**config.mk**
```make
export PLATFORM = sky130hd
export DESIGN_NAME = fifo_out_stream_reader_flat
export DESIGN_NICKNAME = d
export VERILOG_FILES = /design/src/rtl/fifo_out_stream_reader_if.sv /design/src/rtl/fifo_out_stream_reader.sv /design/src/flat_wrapper.sv
export SDC_FILE = /design/constraint.sdc
export NUM_CORES = 1
export LEC_CHECK = 0
export ABC_AREA = 1
export BUFFER_PORTS_ARGS = -buffer_cell sky130_fd_sc_hd__clkbuf_2
export CAP_MARGIN = 10
export CORE_ASPECT_RATIO = 0.9
export CORE_UTILIZATION = 45
export CTS_BUF_LIST = sky130_fd_sc_hd__clkbuf_4
export CTS_CLUSTER_SIZE = 12
export DETAILED_ROUTE_END_ITERATION = 8
export GPL_TIMING_DRIVEN = 0
export PLACE_DENSITY = 0.69
export SLEW_MARGIN = 40
export SYNTH_ARGS = -nofsm -noshare
export SYNTH_HDL_FRONTEND = slang
export SYNTH_SLANG_ARGS = --single-unit
```
**constraint.sdc**
```tcl
create_clock -name clk_clk -period 1.9 [get_ports clk_clk]
set_clock_uncertainty 0.2 [all_clocks]
set_input_delay 0.38 -clock clk_clk [delete_from_list [all_inputs] [get_ports clk_clk]]
set_output_delay 0.38 -clock clk_clk [all_outputs]
set_load 0.1 [all_outputs]
```
**src/rtl/fifo_out_stream_reader_if.sv**
```systemverilog
// Bus bundle for fifo_out_stream_reader.
//   fifo_*  : Avalon-MM read side of the on-chip FIFO "out" slave
//             (read / readdata / waitrequest, read latency 0).
//   out_*   : valid/ready element stream toward the convolution loader.
// master = reader side (drives fifo_read and out_valid/out_data/out_last),
// slave  = FIFO + downstream side.
interface fifo_out_stream_reader_if #(
  parameter int DATA_W = 64,
  parameter int LANE_W = 16
);
  logic              fifo_read;
  logic [DATA_W-1:0] fifo_readdata;
  logic              fifo_waitrequest;
  logic              out_valid;
  logic [LANE_W-1:0] out_data;
  logic              out_last;
  logic              out_ready;

  modport master (
    output fifo_read,
    input  fifo_readdata,
    input  fifo_waitrequest,
    output out_valid,
    output out_data,
    output out_last,
    input  out_ready
  );

  modport slave (
    input  fifo_read,
    output fifo_readdata,
    output fifo_waitrequest,
    input  out_valid,
    input  out_data,
    input  out_last,
    output out_ready
  );
endinterface

```
**src/rtl/fifo_out_stream_reader.sv**
```systemverilog
// fifo_out_stream_reader
// Drains `len` 64-bit words from the HPS-to-FPGA FIFO output port and
// emits them as 16-bit elements, lane 0 ([15:0]) first, lane 3 last.
// Ports:
//   clk_clk, reset_reset_n : clock, async active-low reset
//   start, len             : command pulse (sampled in IDLE) and word count
//   busy, done             : transfer in progress / one-cycle completion
//   bus (master)           : FIFO read port + output stream
module fifo_out_stream_reader #(
  parameter int DATA_W = 64,
  parameter int LANE_W = 16,
  parameter int LEN_W  = 20
) (
  input  logic                     clk_clk,
  input  logic                     reset_reset_n,
  input  logic                     start,
  input  logic [LEN_W-1:0]         len,
  output logic                     busy,
  output logic                     done,
  fifo_out_stream_reader_if.master bus
);
  localparam int NUM_LANES = DATA_W / LANE_W;
  localparam int LANE_IW   = $clog2(NUM_LANES);
  localparam logic [LANE_IW-1:0] LAST_LANE = LANE_IW'(NUM_LANES - 1);

  typedef enum logic [1:0] {S_IDLE, S_READ, S_DONE} state_t;

  state_t                           state_q, state_d;
  logic [LEN_W-1:0]                 words_left;
  logic [NUM_LANES-1:0][LANE_W-1:0] buf_q;
  logic                             buf_valid;
  logic [LANE_IW-1:0]               lane;
  logic                             hs, rd_acc, at_last_lane;

  assign at_last_lane = (lane == LAST_LANE);
  assign hs           = buf_valid && bus.out_ready;

  // Refill when empty, or in the same cycle the last lane leaves, so words
  // stream back to back. Once raised, the condition cannot drop before the
  // accept: an empty buffer stays empty, and a held lane-3 handshake implies
  // out_ready was high, which the read path does not depend on changing.
  assign bus.fifo_read = (state_q == S_READ) && (words_left != '0) &&
                         (!buf_valid || (at_last_lane && hs));
  assign rd_acc        = bus.fifo_read && !bus.fifo_waitrequest;

  assign bus.out_valid = buf_valid;
  assign bus.out_data  = buf_valid ? buf_q[lane] : '0;
  // words_left has already counted the buffered word, so zero here means
  // the buffer holds the final word of the transfer.
  assign bus.out_last  = buf_valid && at_last_lane && (words_left == '0);

  assign busy = (state_q == S_READ);
  assign done = (state_q == S_DONE);

  always_comb begin
    state_d = state_q;
    unique case (state_q)
      S_IDLE: if (start) state_d = (len != '0) ? S_READ : S_DONE;
      S_READ: if (hs && bus.out_last) state_d = S_DONE;
      S_DONE: state_d = S_IDLE;
      default: state_d = S_IDLE;
    endcase
  end

  always_ff @(posedge clk_clk or negedge reset_reset_n) begin
    if (!reset_reset_n) state_q <= S_IDLE;
    else                state_q <= state_d;
  end

  always_ff @(posedge clk_clk or negedge reset_reset_n) begin
    if (!reset_reset_n) begin
      words_left <= '0;
      buf_q      <= '0;
      buf_valid  <= 1'b0;
      lane       <= '0;
    end else begin
      if (state_q == S_IDLE && start)
        words_left <= len;
      else if (rd_acc)
        words_left <= words_left - LEN_W'(1);

      if (rd_acc) begin
        buf_q     <= bus.fifo_readdata;
        buf_valid <= 1'b1;
        lane      <= '0;
      end else if (hs) begin
        lane <= lane + LANE_IW'(1);
        if (at_last_lane) buf_valid <= 1'b0;
      end
    end
  end
endmodule

```
**src/flat_wrapper.sv**
```systemverilog
// flat-port wrapper written by rule: the top's interface ports become plain ports
module fifo_out_stream_reader_flat 
#(
  parameter int DATA_W = 64,
  parameter int LANE_W = 16,
  parameter int LEN_W  = 20
)
  (clk_clk, reset_reset_n, start, len, busy, done, bus_fifo_read, bus_fifo_readdata, bus_fifo_waitrequest, bus_out_valid, bus_out_data, bus_out_last, bus_out_ready);
  fifo_out_stream_reader_if #(.DATA_W(DATA_W), .LANE_W(LANE_W)) bus_i ();
  input  logic clk_clk;
  input  logic reset_reset_n;
  input  logic start;
  input  logic [LEN_W-1:0] len;
  output logic busy;
  output logic done;
  output wire logic [$bits(bus_i.fifo_read)-1:0] bus_fifo_read;
  input wire logic [$bits(bus_i.fifo_readdata)-1:0] bus_fifo_readdata;
  input wire logic [$bits(bus_i.fifo_waitrequest)-1:0] bus_fifo_waitrequest;
  output wire logic [$bits(bus_i.out_valid)-1:0] bus_out_valid;
  output wire logic [$bits(bus_i.out_data)-1:0] bus_out_data;
  output wire logic [$bits(bus_i.out_last)-1:0] bus_out_last;
  input wire logic [$bits(bus_i.out_ready)-1:0] bus_out_ready;
  assign bus_fifo_read = bus_i.fifo_read;
  assign bus_i.fifo_readdata = bus_fifo_readdata;
  assign bus_i.fifo_waitrequest = bus_fifo_waitrequest;
  assign bus_out_valid = bus_i.out_valid;
  assign bus_out_data = bus_i.out_data;
  assign bus_out_last = bus_i.out_last;
  assign bus_i.out_ready = bus_out_ready;
  fifo_out_stream_reader #(.DATA_W(DATA_W), .LANE_W(LANE_W), .LEN_W(LEN_W)) u_core (.clk_clk(clk_clk), .reset_reset_n(reset_reset_n), .start(start), .len(len), .busy(busy), .done(done), .bus(bus_i));
endmodule
```
==> impl_metrics.toml, run 1 <==
[setup_path]
worstSetupPathType = "reg2out"
critPathRequiredTime_ns = 1.32
path_max_fanout = 10
crit_path_start_kind = "register"
reg2reg_slack_ns = -0.21
critPathCaptureType = "primary output"
cp.arrival_ns = 1.89

[synth]
synth-seq-cells = 89
synth_fp_nets = 786
postSynthAreaPerCell_um2 = 6.88
seq_area_frac_synth_pct = 46.6
synth_cell_types = 28
syn_inst = 695
synth_warnings = 0
syn_area_um2 = 4780

[run_status]
violations = "negative setup slack"
status = "complete, but fails checks"

[floorplanning]
fp.dieW_um = 111
std_cell_rows = 35
ios = 110
dieArea_um2 = 11000
core_area_um2 = 10300
initial_utilization_pct = 46.5
die_h_um = 99.8

[job]
maxCapViolCount = 0

[cts]
clkSinkCount = 89
htreeDepth = 3
cts_buffers = 9
cts-root-buf = "clkbuf_4"
cts_buffer_depth = 2
path_clk_slew_ns = 0.14
cts_tree = "built"
clock_latency_ns = 0.47

[detailed_routing]
dr.pass1.iters = 7
ant_nets = 0
drc = 0
wl_per_cell_um = 16.8
drt_wl_total_um = 17900
via_count = 5660
vias_per_cell = 5.31
drt_iter0_markers = 492

[global_routing]
antenna_found_initial = 0
grt_overflow = 0
grt_pass1_vias = 5437
track_usage_pct = 30.6
grt_max_degree = 69
grt_pass1_wl_um = 26300

[final_layout]
layout_commonest_cell = "nand2_1"
layout.nets = 1025
post-route-util_pct = 78.0
final_cell_area_um2 = 8030
final_cells = 1066
most-common-layout-cells = "nand2_1 (308), clkbuf_2 (90), dfrtp_1 (87)"
nFillCells = 659
antenna_cells = 0
drive_gt1_share_pct = 33.2
area_delta_synth_final_pct = 67.9

[sta]
rsz0062_at_grt = "yes"
setup_violations = 105
hold_violations = 0
slew_viol_final = 0
period_minus_slack_ns = 2.47
min_period_over_period_pct = 130
max_slew_margin_pct = 61.1
layout_setup_ws_ns = -0.574
worst_pin_slew_ns = 0.584
max_freq_ghz = 0.404

[place]
gp_congestion = 0.888
io_buffers = 109
dpl_cell_area_um2 = 5880
dp_cells = 934
dp_hpwl_um = 10400

[pwr]
p_leak_nw = 4.07
ir_drop_mv = 1.78
power.density_nw_per_um2 = 1920

[worst_hold_path]
hold_class = "in2reg"
[synthesized netlist by cell type (all sizes together)]
library cell / count / area (um^2)
xor2: 4 / 35.0
nand2: 320 / 1210
nand3b: 2 / 27.5
nand4: 3 / 18.8
o21a: 1 / 7.51
inv: 31 / 116
ha: 2 / 25.0
a21oi: 19 / 95.1
o21ai: 44 / 220
or2: 1 / 6.26
xnor2: 1 / 8.76
nor3b: 2 / 15.0
nand3: 26 / 135
clkbuf: 15 / 56.3
o21bai: 1 / 7.51
nor2: 115 / 444
mux2: 1 / 11.3
dfrtp: 89 / 2230
buf: 18 / 118
[through the flow]
step,hold WS (ns),power [mW],setup slack [ns],setup TNS [ns]
3_5_place_dp,0.0620,10.8,-0.441,-11.44
2_1_floorplan,-0.116,9.27,-0.206,-3.02
3_3_place_gp,0.260,10.6,-1.19,-86.27
6_report,0.0111,15.4,-0.574,-24.02
5_1_grt,0.0129,16.2,-0.643,-31.79
4_1_cts,0.00475,13.9,-0.552,-9.55
[kinds of logic after synthesis]
group,after synthesis,share of synthesized area [%]
simple gates,469,38.8
flops,89,46.6
compound gates,65,6.91
buf+inv,64,6.07
xor+xnor,5,0.916
fa+ha+maj,2,0.523
mux,1,0.236
[area by class of cell]
class	count	area (um^2)	area share, %
sequential	89	2230	27.8
timing repair buffer	228	2140	26.7
multi-input combinational	542	2790	34.7
tap	129	161	2.01
inverter	31	140	1.75
clock buffer	9	67.6	0.842
buffer	33	423	5.27
clock inverter	5	72.6	0.904
[path summary, 6_finish.rpt]
path                                                       start  depth (start not counted)                                to
worst max-delay path                  u_core.lane[0]$_DFFE_PN0P_                          7                  bus_out_data[11]
worst min-delay path                                      len[5]                          5  u_core.words_left[5]$_DFFE_PN0P_
worst max register to register  u_core.words_left[5]$_DFFE_PN0P_                         11      u_core.buf_q[55]$_DFFE_PN0P_
worst min register to register       u_core.buf_q[4]$_DFFE_PN0P_                          2       u_core.buf_q[4]$_DFFE_PN0P_
max in group asynchronous                          reset_reset_n                          3      u_core.buf_q[53]$_DFFE_PN0P_
min in group asynchronous                          reset_reset_n                          2      u_core.buf_q[19]$_DFFE_PN0P_
[flip-flops by register name, summed over array words and instances, names as in the netlist]
signal and count:
u_core.buf_q 64, u_core.words_left 20, u_core.lane 2, u_core.state_q 2
u_core.bus.out_valid 1
[timing repair]
| action | 4_1_cts | 5_1_grt |
|---|---|---|
| setup buffers | 18 | 26 |
| resized for setup | 111 | 106 |
| pin swaps | 8 | 26 |
| cloned | 1 | 4 |
| endpoints found under the hold margin | 156 | 1 |
| hold buffers | 68 | 1 |
| endpoints found under the setup margin | 104 | 104 |
[per-layer routing]
metal	wire (um)	global-route usage (%)	share of wire (%)
met2	8700	51.7	49
met4	592	13.1	3.3
met5	0	0	0
met1	7400	38.9	41
met3	1190	5.56	6.7
[critical path: stages (launching register included)]
cell and delay (ns):
dfrtp_1 0.40, buf_8 0.16, clkbuf_8 0.18, nor2_1 0.08
nor2_2 0.10, o21ai_2 0.08, a21oi_4 0.19, clkbuf_16 0.23
[power by group]
part	switching, mW	internal (mW)
registers	0.677	2.75
clock network	0.658	0.509
logic	6.43	4.38
total	7.77	7.64
(Power assumes the default switching activity.)
==> inputs of run 2 (changes only) <==
--- a/config.mk
+++ b/config.mk
@@ -7,7 +7,6 @@
 export LEC_CHECK = 0
 export ABC_AREA = 1
 export BUFFER_PORTS_ARGS = -buffer_cell sky130_fd_sc_hd__clkbuf_2
-export CAP_MARGIN = 10
 export CORE_ASPECT_RATIO = 0.9
 export CORE_UTILIZATION = 45
 export CTS_BUF_LIST = sky130_fd_sc_hd__clkbuf_4
==> constraint.sdc (replaced) <==
create_clock -name clk_clk -period 1.9 [get_ports clk_clk]
set_clock_uncertainty 0.2 [all_clocks]
set_input_delay 0.095 -clock clk_clk [delete_from_list [all_inputs] [get_ports clk_clk]]
set_output_delay 0.095 -clock clk_clk [all_outputs]
set_load 0.1 [all_outputs]
==> impl_metrics.toml, run 2 (synthesis results as in run 1) <==
[job]
maxCapViolCount = 0

[final_layout]
largest_register_ffs = 64
reg.largest.list = "u_core.buf_q (64), u_core.words_left (20)"
drive_gt1_share_pct = 45.0
layout.nets = 1059
post-route-util_pct = 87.5
final_cells = 1103
layout_commonest_cell = "nand2_1"
nFillCells = 487
multi_input_area_um2 = 3270
area_delta_synth_final_pct = 88.3
most-common-layout-cells = "nand2_1 (197), clkbuf_2 (90), dlygate4sd3_1 (89)"
regMostFlops = "u_core.buf_q"
seq_area_um2 = 2230

[sta]
slew_viol_final = 0
setup_violations = 105
period_minus_slack_ns = 2.29
worst_pin_slew_ns = 0.691
max_freq_ghz = 0.437
max_slew_margin_pct = 54.0
rsz0062_at_grt = "yes"
hold_violations = 0
min_period_over_period_pct = 120
layout_setup_ws_ns = -0.389
whs_ns = 0.142
fin_setup_tns_ns = -28.14

[setup_path]
worstSetupPathType = "reg2out"
r2r-start = "u_core.words_left[6]$_DFFE_PN0P_"
crit_slowest_cell = "dfrtp_1"
critPathRequiredTime_ns = 1.60
reg2reg_slack_ns = -0.34
rr_worst_depth = 11
cp_cell_sequence = "buf_8 -> clkbuf_16 -> nor2_1 -> nor2_1 -> o21ai_2 -> a21oi_4 -> clkbuf_16"
crit_buf_inv = 3
path_max_fanout = 8
r2r_end = "u_core.words_left[6]$_DFFE_PN0P_"
crit_path_start_kind = "register"
cp_top_family = "buffers and inverters"
critPathCaptureType = "primary output"
cpPeakStageDelay_ns = 0.41
cp.arrival_ns = 1.99

[global_routing]
track_usage_pct = 33.6
grt_pass1_wl_um = 28500
grt_pass1_vias = 5550
use_met1_pct = 43.4
grt_max_degree = 53
grt_overflow = 0
grt_use_met3_pct = 6.64
antenna_found_initial = 1
use_met2_pct = 55.5
grt_busiest_layer = "met2"

[pwr]
ir_drop_mv = 2.12
power.total_mw = 17.0
power.density_nw_per_um2 = 1890
p_leak_nw = 4.47

[cts]
path_clk_slew_ns = 0.14
clkSinkCount = 89
cts_tree = "built"
clock_latency_ns = 0.49
htreeDepth = 3
cts-root-buf = "clkbuf_4"
cts_buffers = 9
cts_buffer_depth = 2

[detailed_routing]
via_count = 6334
dr.pass1.iters = 5
ant_nets = 0
vias_per_cell = 5.74
wl_per_cell_um = 20.9
drt_iter0_markers = 671
drt_wl_total_um = 23000
drc = 0

[worst_hold_path]
hold_path_depth = 4
hold_class = "in2reg"
min_from = "bus_fifo_readdata[39]"
min_to = "u_core.buf_q[39]$_DFFE_PN0P_"

[run_status]
violations = "negative setup slack"
status = "complete, but fails checks"

[floorplanning]
ios = 110
fp.dieW_um = 111
core_area_um2 = 10300
std_cell_rows = 35
initial_utilization_pct = 46.5
die_h_um = 99.8
dieArea_um2 = 11000

[place]
io_buffers = 109
dp_hpwl_um = 10400
dp_cells = 934
gp_congestion = 0.867
==> run 2: changes by cell type in the layout (fill, tap and decap cells not counted), moves of 3 or more <==
cell,before,now
nand2_4,3,38
nand2_1,308,197
dlygate4sd3_1,69,89
buf_4,39,33
clkbuf_16,26,32
buf_16,1,4
nand3_1,25,22
buf_2,5,1
nand2_2,8,84
nand3_2,0,3
buf_6,9,19
==> run 2: worst max-delay path by stage <==
| stage | start | end | slack, ns | depth (start not counted) |
|---|---|---|---|---|
| final | u_core.lane[0]$_DFFE_PN0P_ | bus_out_data[1] | -0.39 | 7 |
| after global routing | u_core.lane[0]$_DFFE_PN0P_ | bus_out_data[1] | -0.46 | 7 |
| after CTS | u_core.words_left[0]$_DFFE_PN0P_ | bus_fifo_read | -0.25 | 8 |
| after detailed placement | u_core.lane[0]$_DFFE_PN0P_ | bus_out_data[3] | -0.42 | 6 |
| after global placement | reset_reset_n | u_core.bus.out_valid$_DFFE_PN0P_ | -0.89 | 1 |
| after floorplan | u_core.words_left[0]$_DFFE_PN0P_ | u_core.state_q[1]$_DFFE_PN0P_ | -0.12 | 9 |
==> run 2: through the flow <==
stage          setup slack [ns]  cell area, um^2
3_3_place_gp             -0.888             5740
3_5_place_dp             -0.423             5780
2_1_floorplan            -0.124             5040
4_1_cts                  -0.252             7910
5_1_grt                  -0.457             9000
6_report                 -0.389             9000
==> run 2: power breakdown <==
part	switching, mW	total [mW]	internal [mW]
logic	7.36	12.4	4.99
registers	0.925	3.67	2.75
clock network	0.732	1.01	0.275
==> run 2: final cells by class <==
type,count,area share (%)
flip-flops and latches,89,24.8
multi-input cells,543,36.3
clock buffers,10,0.834
well taps,129,1.79
inverters,31,1.56
diodes,1,0.0278
plain buffers,29,4.84
clock inverters,6,0.389
repair buffers,265,29.4
==> run 2: tightest hold or removal path, cell delays in order <==
cell and delay (ns):
dlygate4sd3_1 0.52, clkbuf_2 0.09, nand2_1 0.04, nand2_1 0.05
==> run 2: layer usage <==
metal / up-vias / routed length (um)
met5: - / 0
li1: 2707 / -
met4: 0 / 1430
met3: 150 / 2200
met2: 522 / 11100
met1: 2955 / 8320
==> run 2: repair_timing <==
item | 4_1_cts | 5_1_grt
cloned | 8 | 8
setup buffers | 24 | 29
endpoints found under the setup margin | 106 | 106
gates resized for setup | 198 | 230
hold buffers | 89 | 0
pin swaps | 14 | 80
endpoints found under the hold margin | 178 | 0
==> inputs of run 3 (changes only) <==
--- a/config.mk
+++ b/config.mk
@@ -14,6 +14,7 @@
 export DETAILED_ROUTE_END_ITERATION = 8
 export GPL_TIMING_DRIVEN = 0
 export PLACE_DENSITY = 0.69
+export SETUP_SLACK_MARGIN = 0.1
 export SLEW_MARGIN = 40
 export SYNTH_ARGS = -nofsm -noshare
 export SYNTH_HDL_FRONTEND = slang
==> impl_metrics.toml, run 3 (synthesis results as in run 1) <==
[final_layout]
drive_gt1_share_pct = 35.6
regMostFlops = "u_core.buf_q"
final_cells = 1107
post-route-util_pct = 85.2
nFillCells = 482
layout_commonest_cell = "nand2_1"
final_cell_area_um2 = 8770
largest_register_ffs = 64
area_delta_synth_final_pct = 83.4
most-common-layout-cells = "nand2_1 (304), dlygate4sd3_1 (89), clkbuf_2 (88)"
reg.largest.list = "u_core.buf_q (64), u_core.words_left (20)"
layout.nets = 1062

[detailed_routing]
drc = 0
via_count = 6412
wl_met1_um = 8340
drt_iter0_markers = 706
wl_per_cell_um = 21.1
wl_met3_um = 2620
route.met2.wl_um = 10700
dr.pass1.iters = 7
topRoutingLayerUsed = "met4"
vias_per_cell = 5.79
ant_nets = 0
drt_wl_total_um = 23300

[sta]
hold_violations = 0
max_slew_margin_pct = 58.8
period_minus_slack_ns = 2.31
max_freq_ghz = 0.433
setup_violations = 105
layout_setup_ws_ns = -0.412
slew_viol_final = 0
whs_ns = 0.160
rsz0062_at_grt = "yes"
fin_setup_tns_ns = -23.78
min_period_over_period_pct = 122
worst_pin_slew_ns = 0.618

[cts]
htreeDepth = 3
clock_latency_ns = 0.46
cts-root-buf = "clkbuf_4"
cts_buffer_depth = 2
cts_buffers = 9
cts_tree = "built"
clkSinkCount = 89
path_clk_slew_ns = 0.16

[floorplanning]
die_h_um = 99.8
core_area_um2 = 10300
ios = 110
std_cell_rows = 35
initial_utilization_pct = 46.5
dieArea_um2 = 11000
fp.dieW_um = 111

[setup_path]
path_max_fanout = 8
critPathCaptureType = "primary output"
worstSetupPathType = "reg2out"
critPathRequiredTime_ns = 1.60
cp.arrival_ns = 2.02
crit_path_start_kind = "register"

[place]
io_buffers = 109
dpl_cell_area_um2 = 5850
gp_congestion = 0.920
dp_cells = 934
pre_cts_slack_ns = -0.175
dp_hpwl_um = 10300

[pwr]
ir_drop_mv = 2.12
p_leak_nw = 4.38
power.total_mw = 16.9
power.density_nw_per_um2 = 1930

[global_routing]
grt_pass1_vias = 5800
track_usage_pct = 34.5
grt_pass1_wl_um = 29300
grt_overflow = 0
grt_max_degree = 65
antenna_found_initial = 2

[run_status]
violations = "negative setup slack"
status = "complete, but fails checks"

[job]
maxCapViolCount = 0

[worst_hold_path]
hold_class = "in2reg"
==> run 3: path summary, 6_finish.rpt <==
kind | end | depth (start not counted) | from | slack [ns]
max | bus_out_data[13] | 7 | u_core.lane[0]$_DFFE_PN0P_ | -0.41
min | u_core.buf_q[56]$_DFFE_PN0P_ | 4 | bus_fifo_readdata[56] | 0.16
max reg2reg | u_core.words_left[15]$_DFFE_PN0P_ | 11 | u_core.words_left[4]$_DFFE_PN0P_ | -0.32
min reg2reg | u_core.buf_q[42]$_DFFE_PN0P_ | 2 | u_core.buf_q[42]$_DFFE_PN0P_ | 0.30
max in group asynchronous | u_core.buf_q[24]$_DFFE_PN0P_ | 4 | reset_reset_n | 0.67
min in group asynchronous | u_core.buf_q[31]$_DFFE_PN0P_ | 4 | reset_reset_n | 0.47
==> run 3: critical path, cell delays in order (launching register included) <==
cell,delay (ns)
dfrtp_1,0.44
buf_8,0.18
clkbuf_8,0.16
nor2_1,0.06
nor2_1,0.18
o21ai_2,0.12
a21oi_4,0.18
clkbuf_16,0.22
==> run 3: metal layers <==
layer  track usage [%]  vias to the layer above
met5                 0                        -
met2              57.3                      608
li1                  -                     2717
met4              14.7                        0
met1              43.7                     2904
met3              7.79                      183
==> run 3: repair_timing <==
action	in CTS	in global routing
endpoints found under the setup margin	107	108
resized for setup	180	78
pin swaps	20	24
setup buffers	27	16
hold buffers	89	1
endpoints found under the hold margin	178	1
cloned	12	10
==> run 3: where the power goes <==
part / switching [mW] / total (mW) / internal [mW]
logic: 7.25 / 12.2 / 4.98
clock network: 0.746 / 1.17 / 0.421
registers: 0.768 / 3.52 / 2.75
total: 8.77 / 16.9 / 8.15
==> run 3: cell type report <==
type,count,area [um^2],share of cell area [%]
diodes,2,5.00,0.0571
clock buffers,10,75.1,0.856
clock inverters,6,67.6,0.771
flip-flops and latches,89,2230,25.5
well taps,129,161,1.84
repair buffers,265,2720,31.0
inverters,31,143,1.63
plain buffers,33,494,5.64
multi-input cells,542,2870,32.8
